[src/rtl/player_input_capture_pkg.sv]
// Shared definitions for the player input capture block.
//   NUM_PLAYERS / BTN_W  : controller count and buttons per controller
//   state_e              : capture FSM states
//   ID_LSB / BTN_LSB     : field offsets inside the 16-bit playerInput word
package player_input_capture_pkg;

  localparam int unsigned NUM_PLAYERS = 4;
  localparam int unsigned BTN_W       = 8;
  localparam int unsigned ID_W        = 2;

  localparam int unsigned ID_LSB  = 10;
  localparam int unsigned BTN_LSB = 0;

  typedef enum logic [1:0] {
    ARMED,
    CAPTURED,
    WAIT_RELEASE
  } state_e;

endpackage

[src/rtl/player_input_capture_input_debouncer.sv]
// Two-flop synchronizer followed by a stability counter for one controller.
// The debounced byte only takes a new value after the synchronized input has
// differed from it for DEBOUNCE_CYCLES consecutive cycles.
//   clk      : system clock
//   rst      : asynchronous active-low reset
//   raw_i    : active-high button byte (already inverted from the pins)
//   stable_o : debounced button byte
module input_debouncer #(
  parameter int unsigned DEBOUNCE_CYCLES = 250000,
  parameter int unsigned WIDTH           = 8
) (
  input  logic             clk,
  input  logic             rst,
  input  logic [WIDTH-1:0] raw_i,
  output logic [WIDTH-1:0] stable_o
);

  localparam int unsigned CNT_W = (DEBOUNCE_CYCLES > 2) ? $clog2(DEBOUNCE_CYCLES) : 1;
  localparam logic [CNT_W-1:0] CNT_LAST = CNT_W'(DEBOUNCE_CYCLES - 1);

  logic [WIDTH-1:0] meta_q, sync_q;
  logic [WIDTH-1:0] stable_q, stable_d;
  logic [CNT_W-1:0] cnt_q, cnt_d;

  always_comb begin
    stable_d = stable_q;
    cnt_d    = cnt_q;
    if (sync_q == stable_q) begin
      cnt_d = '0;
    end else if (cnt_q == CNT_LAST) begin
      stable_d = sync_q;
      cnt_d    = '0;
    end else begin
      cnt_d = cnt_q + 1'b1;
    end
  end

  always_ff @(posedge clk or negedge rst) begin
    if (!rst) begin
      meta_q   <= '0;
      sync_q   <= '0;
      stable_q <= '0;
      cnt_q    <= '0;
    end else begin
      meta_q   <= raw_i;
      sync_q   <= meta_q;
      stable_q <= stable_d;
      cnt_q    <= cnt_d;
    end
  end

  assign stable_o = stable_q;

endmodule

[src/rtl/player_input_capture.sv]
// Captures the first of four debounced player controllers to press a button.
// The capture is held until the CPU acknowledges it, and the block re-arms
// only once every controller has been released.
//   clk             : system clock
//   rst             : asynchronous active-low reset
//   gpins           : gpio1 header, player p on [8p+7:8p], active-low; [35:32] unused
//   clear           : single-cycle acknowledge from exmem
//   playerInput     : {4'b0, id[1:0], 2'b0, buttons[7:0]} of the captured press
//   playerInputFlag : high while a capture is pending
//   firstPlayerFlag : one-hot of the captured player
module player_input_capture
  import player_input_capture_pkg::*;
#(
  parameter int unsigned DEBOUNCE_CYCLES = 250000
) (
  input  logic        clk,
  input  logic        rst,
  input  logic [35:0] gpins,
  input  logic        clear,
  output logic [15:0] playerInput,
  output logic        playerInputFlag,
  output logic [3:0]  firstPlayerFlag
);

  logic [BTN_W-1:0] stable [NUM_PLAYERS];

  for (genvar p = 0; p < NUM_PLAYERS; p++) begin : g_player
    input_debouncer #(
      .DEBOUNCE_CYCLES(DEBOUNCE_CYCLES),
      .WIDTH          (BTN_W)
    ) u_debouncer (
      .clk     (clk),
      .rst     (rst),
      .raw_i   (~gpins[p*BTN_W +: BTN_W]),
      .stable_o(stable[p])
    );
  end

  logic unused_gpins;
  assign unused_gpins = ^gpins[35:32];

  // Priority select: scanning from the top down lets the lowest index win.
  logic             any_pressed;
  logic             all_released;
  logic [ID_W-1:0]  sel_id;
  logic [BTN_W-1:0] sel_btn;

  always_comb begin
    any_pressed  = 1'b0;
    all_released = 1'b1;
    sel_id       = '0;
    sel_btn      = '0;
    for (int unsigned p = NUM_PLAYERS; p > 0; p--) begin
      if (stable[p-1] != '0) begin
        any_pressed  = 1'b1;
        all_released = 1'b0;
        sel_id       = ID_W'(p - 1);
        sel_btn      = stable[p-1];
      end
    end
  end

  state_e      state_q, state_d;
  logic [15:0] pi_q, pi_d;
  logic        flag_q, flag_d;
  logic [3:0]  first_q, first_d;

  always_comb begin
    state_d = state_q;
    pi_d    = pi_q;
    flag_d  = flag_q;
    first_d = first_q;
    unique case (state_q)
      ARMED: begin
        if (any_pressed) begin
          pi_d                    = '0;
          pi_d[ID_LSB +: ID_W]    = sel_id;
          pi_d[BTN_LSB +: BTN_W]  = sel_btn;
          first_d                 = 4'b0001 << sel_id;
          flag_d                  = 1'b1;
          state_d                 = CAPTURED;
        end
      end
      CAPTURED: begin
        if (clear) begin
          pi_d    = '0;
          first_d = '0;
          flag_d  = 1'b0;
          state_d = WAIT_RELEASE;
        end
      end
      WAIT_RELEASE: begin
        if (all_released) state_d = ARMED;
      end
      default: state_d = ARMED;
    endcase
  end

  always_ff @(posedge clk or negedge rst) begin
    if (!rst) begin
      state_q <= ARMED;
      pi_q    <= '0;
      flag_q  <= 1'b0;
      first_q <= '0;
    end else begin
      state_q <= state_d;
      pi_q    <= pi_d;
      flag_q  <= flag_d;
      first_q <= first_d;
    end
  end

  assign playerInput     = pi_q;
  assign playerInputFlag = flag_q;
  assign firstPlayerFlag = first_q;

endmodule

[config.mk]
export PLATFORM = sky130hd
export DESIGN_NAME = player_input_capture
export DESIGN_NICKNAME = d
export VERILOG_FILES = /design/src/rtl/player_input_capture_pkg.sv /design/src/rtl/player_input_capture_input_debouncer.sv /design/src/rtl/player_input_capture.sv
export SDC_FILE = /design/constraint.sdc
export NUM_CORES = 1
export LEC_CHECK = 0
export ABC_AREA = 1
export BUFFER_PORTS_ARGS = -buffer_cell sky130_fd_sc_hd__buf_4
export CAP_MARGIN = 20
export CORE_UTILIZATION = 47
export DETAILED_ROUTE_END_ITERATION = 10
export SLEW_MARGIN = 20
export SYNTH_ARGS = -nofsm -noshare
export SYNTH_HDL_FRONTEND = slang
export SYNTH_SLANG_ARGS = --single-unit
[constraint.sdc]
create_clock -name clk -period 1.93 [get_ports clk]
set_clock_uncertainty 0.05 [all_clocks]
set_input_delay 0.2895 -clock clk [delete_from_list [all_inputs] [get_ports clk]]
set_output_delay 0.2895 -clock clk [all_outputs]
set_load 0.05 [all_outputs]
# ---- After elaboration in Yosys (flattened, before gate mapping)
# Index checks and enable logic that the tools add are counted.
dict set report classes {
  addsub 4
  reduce_logical 12
  n_bitwise 8
  muxes 37
  shift 1
  n_eq_ne 13
}
# op count
set op_table {}
lappend op_table {{$mux W18} 8}
lappend op_table {{$add A18 B1 Y18 const B} 4}
lappend op_table {{$eq A18 B18 Y1 const B} 4}
lappend op_table {{$eq A8 B8 Y1} 4}
lappend op_table {{$mux W16} 2}
lappend op_table {{$mux W8} 4}
lappend op_table {{$not A8 Y8} 4}
lappend op_table {{$pmux W16 S2} 1}
lappend op_table {{$reduce_bool A8 Y1} 4}
lappend op_table {{$mux W2} 7}
lappend op_table {{$mux W1} 10}
lappend op_table {{$mux W4} 2}
lappend op_table {{$pmux W4 S2} 1}
lappend op_table {{$reduce_and A2 Y1} 4}
lappend op_table {{$ne A2 B2 Y1 const B} 3}
lappend op_table {{$pmux W2 S3} 1}
lappend op_table {{$reduce_and A3 Y1} 2}
lappend op_table {{$not A1 Y1} 4}
lappend op_table {{$shl A1 B2 Y4 const A} 1}
lappend op_table {{$eq A2 B1 Y1 const B} 1}
lappend op_table {{$eq A2 B2 Y1 const B} 1}
lappend op_table {{$logic_not A2 Y1} 1}
lappend op_table {{$pmux W1 S2} 1}
lappend op_table {{$reduce_bool A2 Y1} 1}
dict set report totals {
  output_inout_bits 21
  input_bits 39
  reg_bits 191
}

# ---- Logic depth before layout (Yosys ltp)
# Gate-level depths: netlist of the first run.
dict set report logic_depth {
  depth_word 8
  ltp_mapped 10
}

# ---- Cells and area by module
# Synthesis of the first run repeated with hierarchy kept, for this count alone.
dict set report hier_totals {
  hier_cells 1062
  hier_area_um2 8974.9
}
# module area_each_um2 cells_each seq_area_each_um2 n_inst
set by_module_without_submodules {}
lappend by_module_without_submodules {input_debouncer 1910.6 213 1051.0 4}
lappend by_module_without_submodules {player_input_capture 1332.5 210 425.4 1}

# ---- Worst setup path after synthesis of the first run
# Ideal clock, no wire load.
dict set report synth_timing {
  path_kind {flip-flop to flip-flop}
  from {reg g_player[3].u_debouncer.cnt_q[0]}
  to {reg g_player[3].u_debouncer.stable_q[0]}
  stages_incl_launch_ff 9
  setup_ns 0.117
  synth_period_minus_slack_ns 1.633
  arrival_time_ns 1.466
  t_required_ns 1.763
  setup_slack_ns 0.297
  cell_sequence {dfrtp_1 ha_1 nand3_1 nor2_1 nand3b_1 inv_2 nand2_1 nand2_1 nand2_1}
}
dict set report synth_between {
  elab_chain_len 2
}
# element line
set synth_lines {}
lappend synth_lines {{from (decl)} player_input_capture_input_debouncer.sv:23} ;# logic [CNT_W-1:0] cnt_q, cnt_d;
lappend synth_lines {{from (signal assigned)} player_input_capture_input_debouncer.sv:48} ;# cnt_q <= cnt_d;
lappend synth_lines {{$eq A18 B18 Y1} player_input_capture_input_debouncer.sv:30} ;# end else if (cnt_q == CNT_LAST) begin
lappend synth_lines {{$reduce_and A2 Y1 (no source line)} -}
lappend synth_lines {{to (signal assigned)} player_input_capture_input_debouncer.sv:47} ;# stable_q <= stable_d;
lappend synth_lines {{to (decl)} player_input_capture_input_debouncer.sv:22} ;# logic [WIDTH-1:0] stable_q, stable_d;
# No other way between the ends.
# A chain may end at the register's enable or synchronous reset.

# ---- Worst setup path after layout of the first run
dict set report layout_timing {
  from {reg g_player[1].u_debouncer.stable_q[2]}
  to {reg pi_q[2], in the netlist playerInput[2]}
}
dict set report layout_between {
  elab_chain_len 5
}
# element line
set layout_lines {}
lappend layout_lines {{from (decl)} player_input_capture_input_debouncer.sv:22}
lappend layout_lines {{from (signal assigned)} player_input_capture_input_debouncer.sv:47}
lappend layout_lines {{$reduce_bool A8 Y1} player_input_capture.sv:54} ;# if (stable[p-1] != '0) begin
lappend layout_lines {{$mux W8 or $mux W1 (tied branches) (2 in a row)} player_input_capture.sv:54}
lappend layout_lines {{$mux W16 or $ne A2 B2 Y1 (tied branches)} -}
lappend layout_lines {{$pmux W16 S2 or $reduce_and A3 Y1 (tied branches)} -}
lappend layout_lines {{to (signal assigned)} player_input_capture.sv:107} ;# pi_q <= pi_d;
lappend layout_lines {{to (decl)} player_input_capture.sv:64} ;# logic [15:0] pi_q, pi_d;
# Parallel ways exist; a longest one is shown, timed or not. The select of a mux whose other input is x is not followed.

==> impl_metrics.csv, run 1 <==
group,metric,value,unit
timing,timing.setup.tns,0,ns
global_routing,grt_pass1_vias,6360,
clocking,cts_tree,"built",
cells_and_area,fin_cells,1386,
synth,ys_seq_area_share,53.7,%
clocking,root_buffer,"clkbuf_16",
timing,relSlewSlack,63.9,%
placement,dpl.cell_count,1320,
setup_path,r2r_cells,7,
timing,max_freq,584,MHz
setup_path,slowest_stage,"dfrtp_1",
detailed_routing,drt_iter0_drc,352,
cells_and_area,synthToLayoutAreaGrowth,20.2,%
synth,synth_area_leader_cell,"dfrtp_1",
clocking,numCtsBuffers,17,
clocking,insertion_delay,0.43,ns
detailed_routing,drc_errors,0,
synth,synth_cell_types,32,
cells_and_area,final_util,57.6,%
detailed_routing,num_vias,6592,
global_routing,grt_pass1_wl,30000,um
synth,async_flop_share,100,%
synth,yosys.area.top_type_share,53.7,%
timing,post-route-period-util,88.7,%
setup_path,reg2reg_setup_slack,0.22,ns
pwr,p_leak,5.08,nW
placement,port_buffers,49,
synth,synthCells,1023,
placement,dp_hpwl,12700,um
global_routing,overflow,0,
setup_path,crit_required,2.26,ns
pwr,ir_worst_vdd,0.690,mV
setup_path,cp.arrival,2.04,ns
clocking,clock_path_buffers,2,
clocking,cts_resized,0,
floorplanning,pin_count,60,
cells_and_area,layout_common_cells,"nand2_1, dfrtp_1, nor2_1",
global_routing,grt.total_usage,20.6,%
timing,tightest_slew,0.540,ns
floorplanning,start_util,48.0,%
cells_and_area,nets,1187,
cells_and_area,fill_cells,1635,
flow_run,cap_violations,0,
placement,gp_congestion,0.864,
global_routing,grt_max_degree,50,
timing,hold_viol_final,0,
floorplanning,die-area,0.0189,mm2
setup_path,timing_worst_setup_path_type,"reg2reg",
cells_and_area,final_common_cell,"nand2_1",
status,status,"finished clean",
clocking,holdBufCountCts,34,
floorplanning,dieHeight,137,um
pwr,p_per_area,854,mW/mm2
timing,post-route-min-period,1.71,ns
detailed_routing,routed_wl,17600,um
setup_path,end_kind,"register",
min_path,worstHoldStart,"g_player[3].u_debouncer.meta_q[2]",
synth,ys_top_cells_by_area,"dfrtp_1, nand2_1, nor2_1",
floorplanning,row_count,49,
synth,ys_ff_latch,185,
global_routing,antenna_found_initial,0,
detailed_routing,ant_nets,0,
timing,setup_violations,0,
synth,synth.avg_cell_area,8.42,um2
setup_path,critPathMaxStageDelay,0.45,ns
synth,synth_enable_flop_cells,0,
synth,ys.flop_type,"dfrtp_1",
timing,drv_slew,0,
setup_path,worstPathMaxFanout,16,
min_path,min_to,"g_player[3].u_debouncer.sync_q[2]",
clocking,numClockSinks,185,
detailed_routing,vias_per_cell,4.76,
setup_path,path_cells,"nor2_1 -> nand2_2 -> nor2_8 -> nand2_4 -> o21ai_4 -> nand3_1 -> nand2_1",
detailed_routing,wire_per_inst,12.7,um
min_path,holdPathStages,0,
clocking,cts_setup_buffers,0,
setup_path,r2r_end,"playerInput[2]",
synth,synth_area,0.00862,mm2
setup_path,r2r-start,"g_player[1].u_debouncer.stable_o[2]",
synth,yosysWarnings,0,
detailed_routing,drt_pass1_iterations,8,
clocking,clkTransAtPathRegs,0.07,ns
clocking,cts_max_level,4,
cells_and_area,drive_above_1_share,11.6,%
cells_and_area,insertedDiodeCount,0,
floorplanning,die_w,137,um
setup_path,cp-start-kind,"register",
floorplanning,core-area,0.0180,mm2
timing,rsz0062_at_grt,"false",
min_path,hold_class,"reg2reg",
## sequential cells by signal (all words and copies together), names as in the netlist
| register | count |
|---|---|
| g_player.u_debouncer.sync_q | 32 |
| playerInputFlag | 1 |
| state_q | 2 |
| g_player.u_debouncer.meta_q | 32 |
| g_player.u_debouncer.cnt_q | 72 |
| firstPlayerFlag | 4 |
| g_player.u_debouncer.stable_o | 32 |
| playerInput | 10 |
## power by group
part	switching [mW]	total, mW	leakage, nW	internal (mW)
logic	0.509	0.936	2.49	0.427
clock network	1.62	3.37	0.278	1.75
registers	0.322	4.54	2.31	4.22
## layout make-up
type	instances	area, um2	share of cell area (%)
repair buffers	111	950	9.17
clock inverters	13	130	1.26
multi-input cells	714	3480	33.7
inverters	115	432	4.17
clock buffers	19	443	4.28
well taps	229	287	2.77
flip-flops and latches	185	4630	44.7
## per-layer routing
layer / part of all wire [%] / vias to the layer above / global-route usage, % / wire, um
met4: 2.1 / 0 / 7.81 / 375
li1: - / 3419 / - / -
met3: 2.4 / 27 / 3.86 / 428
met2: 47 / 94 / 33.9 / 8260
met5: 0 / - / 0 / 0
met1: 48 / 3052 / 26.9 / 8500
## metrics by stage
step                hold WS [ns]  worst slack [ns]  power (mW)  cell area, um2
CTS                        0.299             0.214        8.97           10400
global route               0.305            0.0347        9.32           10400
detailed placement         0.223             0.224        5.50            9440
floorplan                -0.0561             0.297        5.18            8640
global placement           0.219             0.230        5.48            9440
finish                     0.299             0.217        8.85           10400
## critical path: cells and delay by family (launching register included)
| kind | cells | cell delay [ns] |
|---|---|---|
| flip-flops | 1 | 0.45 |
| AO/OA/AOI/OAI | 1 | 0.36 |
| AND/OR/NAND/NOR | 6 | 0.79 |
## cell families (layout without fill, tap and decap cells)
group / Yosys count / after routing / share of synthesized area [%]
and+or+nand+nor: 609 / 609 / 30.4
DFF: 185 / 185 / 53.7
buffers and inverters: 129 / 258 / 6.05
xor gates and xnor gates: 77 / 77 / 7.83
AOI/OAI and AO/OA: 18 / 18 / 1.36
adders and majority gates: 4 / 4 / 0.581
other: 1 / 6 / 0.0435
## how the worst max path moves through the flow
stage               cells after the start                                   to                                start  slack [ns]
finish                                  7                       playerInput[2]  g_player[1].u_debouncer.stable_o[2]        0.22
global route                           10  g_player[1].u_debouncer.stable_o[3]     g_player[1].u_debouncer.cnt_q[1]        0.03
CTS                                     7                       playerInput[2]  g_player[2].u_debouncer.stable_o[5]        0.21
detailed placement                      7                       playerInput[2]  g_player[1].u_debouncer.stable_o[0]        0.22
global placement                        6                           state_q[0]  g_player[2].u_debouncer.stable_o[5]        0.23
floorplan                               8  g_player[3].u_debouncer.stable_o[0]     g_player[3].u_debouncer.cnt_q[0]        0.30
## synthesized netlist by cell type, types with 2 or more instances
cell,number
buf_2,6
nand3_1,90
nand2_1,262
ha_1,4
nor2_4,4
nor2_8,2
xor2_1,52
or2_0,4
inv_1,108
nand3b_1,2
a31oi_1,3
nand4_1,21
buf_4,6
inv_2,6
a21oi_1,8
xnor2_1,25
nor2_2,4
nor2_1,179
or2_2,2
nand2_4,3
nor3_1,31
nand2_2,4
o21bai_1,4
dfrtp_1,185
No activity file was read; power rests on OpenSTA's default activity.
==> run 2, diff against run 1 <==
--- a/config.mk
+++ b/config.mk
@@ -10,2 +10,3 @@
 export CAP_MARGIN = 20
+export CORE_ASPECT_RATIO = 0.7
 export CORE_UTILIZATION = 47
==> constraint.sdc (replaced) <==
create_clock -name clk -period 1.93 [get_ports clk]
set_clock_uncertainty 0.05 [all_clocks]
set_input_delay 0.386 -clock clk [delete_from_list [all_inputs] [get_ports clk]]
set_output_delay 0.386 -clock clk [all_outputs]
set_load 0.05 [all_outputs]
==> run 2 against run 1 <==
Against the previous run:
- first-iteration DRC count is 40% higher
- final cell count decreased by 1.5%
- via count fell by 1.7%
- register-to-register slack barely moved
- die area hardly changed
- global-route usage hardly changed
- critical path depth is the same
- sequential share of layout area up 1.1 points
- maximum frequency is 0.85% lower
- critical endpoint is now g_player[3].u_debouncer.cnt_q[10]
==> impl_metrics.csv, run 2 (synthesized netlist as in run 1, its figures left out) <==
group,metric,value,unit
setup_path,cp.arrival,2.04,ns
cells_and_area,final_common_cell,"nand2_1",
cells_and_area,nets,1159,
detailed_routing,drt_pass1_iterations,5,
detailed_routing,ant_nets,0,
detailed_routing,drt_iter0_drc,494,
pwr,p_per_area,874,mW/mm2
setup_path,cp-start-kind,"register",
pwr,pwr-share-seq,51.6,%
detailed_routing,wl_met1,9810,um
min_path,hold_class,"in2reg",
detailed_routing,vias_per_cell,4.75,
flow_run,cap_violations,0,
timing,tightest_slew,0.597,ns
clocking,cts_max_level,4,
floorplanning,die-area,0.0189,mm2
cells_and_area,drive_above_1_share,12.4,%
timing,post-route-min-period,1.73,ns
cells_and_area,largest_reg_flops,72,
clocking,cts_setup_buffers,0,
global_routing,grt.total_usage,20.6,%
setup_path,crit_required,2.24,ns
floorplanning,core-area,0.0180,mm2
floorplanning,die_w,164,um
global_routing,overflow,0,
cells_and_area,synthToLayoutAreaGrowth,17.2,%
setup_path,end_kind,"register",
detailed_routing,routed.top_layer,"met4",
timing,hold_viol_final,0,
global_routing,grt_pass1_wl,29900,um
clocking,numClockSinks,185,
timing,drv_slew,0,
global_routing,antenna_found_initial,0,
pwr,p_sw,2.49,mW
timing,max_freq,579,MHz
cells_and_area,fin_cells,1365,
cells_and_area,largest-register,"g_player.u_debouncer.cnt_q",
detailed_routing,num_vias,6478,
floorplanning,start_util,48.0,%
floorplanning,pin_count,60,
clocking,root_buffer,"clkbuf_16",
pwr,ir_worst_vdd,0.940,mV
detailed_routing,wire_per_inst,12.9,um
detailed_routing,wl_met2,6970,um
detailed_routing,drc_errors,0,
clocking,cts_tree,"built",
cells_and_area,layout_common_cells,"nand2_1, dfrtp_1, nor2_1",
timing,relSlewSlack,60.1,%
global_routing,grt_max_degree,45,
timing,timing.setup.tns,0,ns
detailed_routing,route.met3.wl,688,um
cells_and_area,insertedDiodeCount,0,
setup_path,timing_worst_setup_path_type,"reg2reg",
placement,port_buffers,49,
clocking,insertion_delay,0.44,ns
pwr,switching_share,28.2,%
pwr,comb_power_share,10.1,%
clocking,numCtsBuffers,17,
clocking,clkTransAtPathRegs,0.08,ns
detailed_routing,routed_wl,17600,um
status,status,"finished clean",
placement,dpl.cell_count,1332,
placement,gp_congestion,0.893,
pwr,p_leak,4.99,nW
timing,rsz0062_at_grt,"false",
pwr,p_int,6.33,mW
global_routing,grt_pass1_vias,5976,
floorplanning,row_count,41,
timing,setup_violations,0,
placement,dp_hpwl,13000,um
clocking,clock_path_buffers,2,
timing,post-route-period-util,89.5,%
pwr,clkPwrFrac,38.3,%
setup_path,worstPathMaxFanout,6,
floorplanning,dieHeight,115,um
==> run 2: layout make-up <==
type                    count  area [um2]
repair buffers             83         682
flip-flops and latches    185        4630
well taps                 236         295
multi-input cells         714        3480
fillers                  1655        7850
inverters                 115         432
clock buffers              17         425
clock inverters            15         154
==> run 2: worst paths after layout <==
| kind | slack (ns) | cells after the start | startpoint | to |
|---|---|---|---|---|
| hold reg to reg | 0.30 | 0 | g_player[2].u_debouncer.meta_q[7] | g_player[2].u_debouncer.sync_q[7] |
| hold / removal | 0.03 | 2 | gpins[10] | g_player[1].u_debouncer.meta_q[2] |
| max in group asynchronous | 0.84 | 3 | rst | g_player[2].u_debouncer.cnt_q[3] |
| min in group asynchronous | 0.39 | 2 | rst | g_player[0].u_debouncer.cnt_q[11] |
| setup / recovery | 0.20 | 7 | g_player[3].u_debouncer.cnt_q[1] | g_player[3].u_debouncer.cnt_q[10] |
| setup reg to reg | 0.20 | 7 | g_player[3].u_debouncer.cnt_q[1] | g_player[3].u_debouncer.cnt_q[10] |
==> run 2: power by group through the flow <==
| stage | Combinational [mW] | Clock (mW) | Sequential, mW |
|---|---|---|---|
| after floorplan | 0.639 | 0 | 4.55 |
| after global placement | 0.877 | 0 | 4.62 |
| after detailed placement | 0.899 | 0 | 4.62 |
| after CTS | 0.902 | 3.49 | 4.55 |
| after global routing | 1.05 | 3.65 | 4.61 |
| final | 0.891 | 3.38 | 4.56 |
==> run 2: layer usage <==
metal | vias up | GRT usage (%)
met5 | - | 0
met4 | 0 | 6.05
li1 | 3370 | -
met1 | 2967 | 33.3
met2 | 132 | 27.3
met3 | 9 | 4.04
==> run 2: timing repair <==
item,4_1_cts,5_1_grt
hold buffers,1,0
endpoints found under the hold margin,35,0
resized for setup,0,0
endpoints found under the setup margin,0,0
==> run 2: worst max-delay path, cell delays in order (launching register included) <==
cell     delay, ns
dfrtp_1       0.35
ha_1          0.18
nand3_1       0.25
nor3_1        0.34
buf_4         0.19
nand2_1       0.06
xor2_1        0.14
nor2_1        0.10
==> run 2: metrics by stage <==
stage | hold WS, ns | setup WS, ns | total power, mW | utilization (%) | instance area, um2
after detailed placement | 0.285 | 0.228 | 5.52 | 53.0 | 9510
after CTS | 0.0105 | 0.206 | 8.94 | 56.3 | 10100
after global placement | 0.283 | 0.224 | 5.50 | 53.0 | 9510
after floorplan | 0.0404 | 0.297 | 5.18 | - | 8640
after global routing | 0.00613 | 0.0545 | 9.31 | 56.3 | 10100
final | 0.0256 | 0.203 | 8.83 | 56.3 | 10100
==> run 3, diff against run 2 <==
- MAX_ROUTING_LAYER: default -> met4
==> run 3 against run 2 <==
Against the previous run:
- sequential share of layout area shrank 0.32 points
- sequential power about the same
- register-to-register slack improved by 0.02 ns
- hold slack improved by 0.011 ns
- first-iteration DRC count rose by 1.0%
- clock power up 8.0%
- total power increased by 3.0%
- count of clock-buffer cells in the layout did not move
- flip-flop and latch count did not move
- combinational power is essentially flat
- worst setup slack improved by 0.016 ns
- critical endpoint is now g_player[2].u_debouncer.cnt_q[14]
- largest power group unchanged
==> impl_metrics.csv, run 3 (synthesized netlist as in run 1, its figures left out) <==
group,metric,value,unit
setup_path,worstPathMaxFanout,10,
cells_and_area,nets,1163,
clocking,clkTransAtPathRegs,0.07,ns
placement,port_buffers,49,
clocking,insertion_delay,0.43,ns
detailed_routing,wire_per_inst,12.9,um
timing,post-route-period-util,88.7,%
cells_and_area,final_common_cell,"nand2_1",
detailed_routing,drt_pass1_iterations,5,
pwr,p_leak,5.02,nW
timing,relSlewSlack,61.1,%
detailed_routing,vias_per_cell,4.80,
timing,max_freq,584,MHz
pwr,total_power,9.09,mW
placement,dp_hpwl,12900,um
setup_path,end_kind,"register",
timing,tightest_slew,0.582,ns
flow_run,cap_violations,0,
timing,timing.setup.tns,0,ns
floorplanning,die_w,164,um
clocking,numClockSinks,185,
min_path,min_to,"g_player[3].u_debouncer.meta_q[3]",
setup_path,r2r-start,"g_player[2].u_debouncer.stable_o[1]",
cells_and_area,drive_above_1_share,12.9,%
min_path,hold_class,"in2reg",
cells_and_area,synthToLayoutAreaGrowth,18.1,%
clocking,root_buffer,"clkbuf_16",
timing,setup_violations,0,
global_routing,grt_pass1_wl,29900,um
global_routing,grt.total_usage,21.1,%
cells_and_area,final_util,56.7,%
min_path,worstHoldStart,"gpins[27]",
detailed_routing,drt_iter0_drc,499,
cells_and_area,seqCellArea,0.00463,mm2
setup_path,r2r_cells,5,
global_routing,grt_pass1_vias,5956,
setup_path,cp-start-kind,"register",
global_routing,antenna_found_initial,0,
floorplanning,pin_count,60,
min_path,holdPathStages,2,
setup_path,timing_worst_setup_path_type,"reg2reg",
timing,drv_slew,0,
setup_path,r2r_end,"g_player[2].u_debouncer.cnt_q[14]",
detailed_routing,num_vias,6578,
cells_and_area,fill_cells,1630,
clocking,cts_tree,"built",
clocking,clock_path_buffers,2,
setup_path,crit_required,2.18,ns
pwr,ir_worst_vdd,0.607,mV
floorplanning,start_util,48.0,%
timing,rsz0062_at_grt,"false",
cells_and_area,multi_input_area,0.00349,mm2
detailed_routing,drc_errors,0,
floorplanning,core-area,0.0180,mm2
detailed_routing,routed_wl,17700,um
floorplanning,die-area,0.0189,mm2
timing,hold_viol_final,0,
timing,post-route-min-period,1.71,ns
pwr,p_per_area,894,mW/mm2
cells_and_area,layout_common_cells,"nand2_1, dfrtp_1, nor2_1",
clocking,numCtsBuffers,17,
setup_path,cp.arrival,1.97,ns
floorplanning,row_count,41,
detailed_routing,ant_nets,0,
global_routing,grt_max_degree,51,
placement,gp_congestion,0.902,
floorplanning,dieHeight,115,um
global_routing,overflow,0,
setup_path,reg2reg_setup_slack,0.22,ns
status,status,"finished clean",
cells_and_area,largest-register,"g_player.u_debouncer.cnt_q",
cells_and_area,largest_reg_flops,72,
cells_and_area,insertedDiodeCount,0,
clocking,cts_max_level,4,
==> run 3: through the flow <==
step                instance area, um2  hold slack, ns  setup WS, ns  std cells
floorplan                         8640          0.0404         0.297       1028
global placement                  9530           0.281         0.246       1336
detailed placement                9530           0.285         0.215       1336
CTS                              10200          0.0183         0.198       1369
global route                     10200          0.0174        0.0117       1369
finish                           10200          0.0366         0.219       1369
==> run 3: timing repair <==
action	in CTS	in global routing
endpoints found under the setup margin	0	3
resized for setup	0	2
hold buffers	1	0
buffers inserted	0	0
endpoints found under the hold margin	33	0
==> run 3: power by group <==
part	internal (mW)	leakage (nW)	switching [mW]
clock network	1.99	0.304	1.65
registers	4.22	2.31	0.334
logic	0.390	2.41	0.503
==> run 3: how the worst max path moves through the flow <==
stage / cells after the start / slack (ns) / endpoint / from
finish: 5 / 0.22 / g_player[2].u_debouncer.cnt_q[14] / g_player[2].u_debouncer.stable_o[1]
global route: 6 / 0.01 / g_player[2].u_debouncer.cnt_q[14] / g_player[2].u_debouncer.stable_o[3]
CTS: 6 / 0.20 / g_player[2].u_debouncer.stable_o[5] / g_player[2].u_debouncer.stable_o[1]
detailed placement: 5 / 0.21 / g_player[2].u_debouncer.cnt_q[13] / g_player[2].u_debouncer.stable_o[7]
global placement: 8 / 0.25 / g_player[0].u_debouncer.stable_o[3] / g_player[0].u_debouncer.cnt_q[1]
floorplan: 8 / 0.30 / g_player[3].u_debouncer.stable_o[0] / g_player[3].u_debouncer.cnt_q[0]
==> run 3: final cells by class <==
class	instances	share of cell area, %
clock buffer	17	4.18
clock inverter	15	1.99
inverter	115	4.24
multi-input combinational	714	34.3
sequential	185	45.5
tap	236	2.90
timing repair buffer	87	6.87
==> run 3: worst max-delay path, stage by stage (launching register included) <==
cell and delay [ns]:
dfrtp_1 0.43, or2_0 0.24, a21oi_1 0.14, nand3_1 0.30, clkinv_1 0.33, nor2_1 0.09
==> run 3: metal layers <==
layer / part of all wire (%) / track usage, % / vias up
li1: - / - / 3365
met2: 40 / 27.7 / 145
met3: 4.3 / 4.44 / 11
met1: 55 / 32.5 / 3057
met5: 0 / - / -
met4: 0.79 / 5.12 / 0
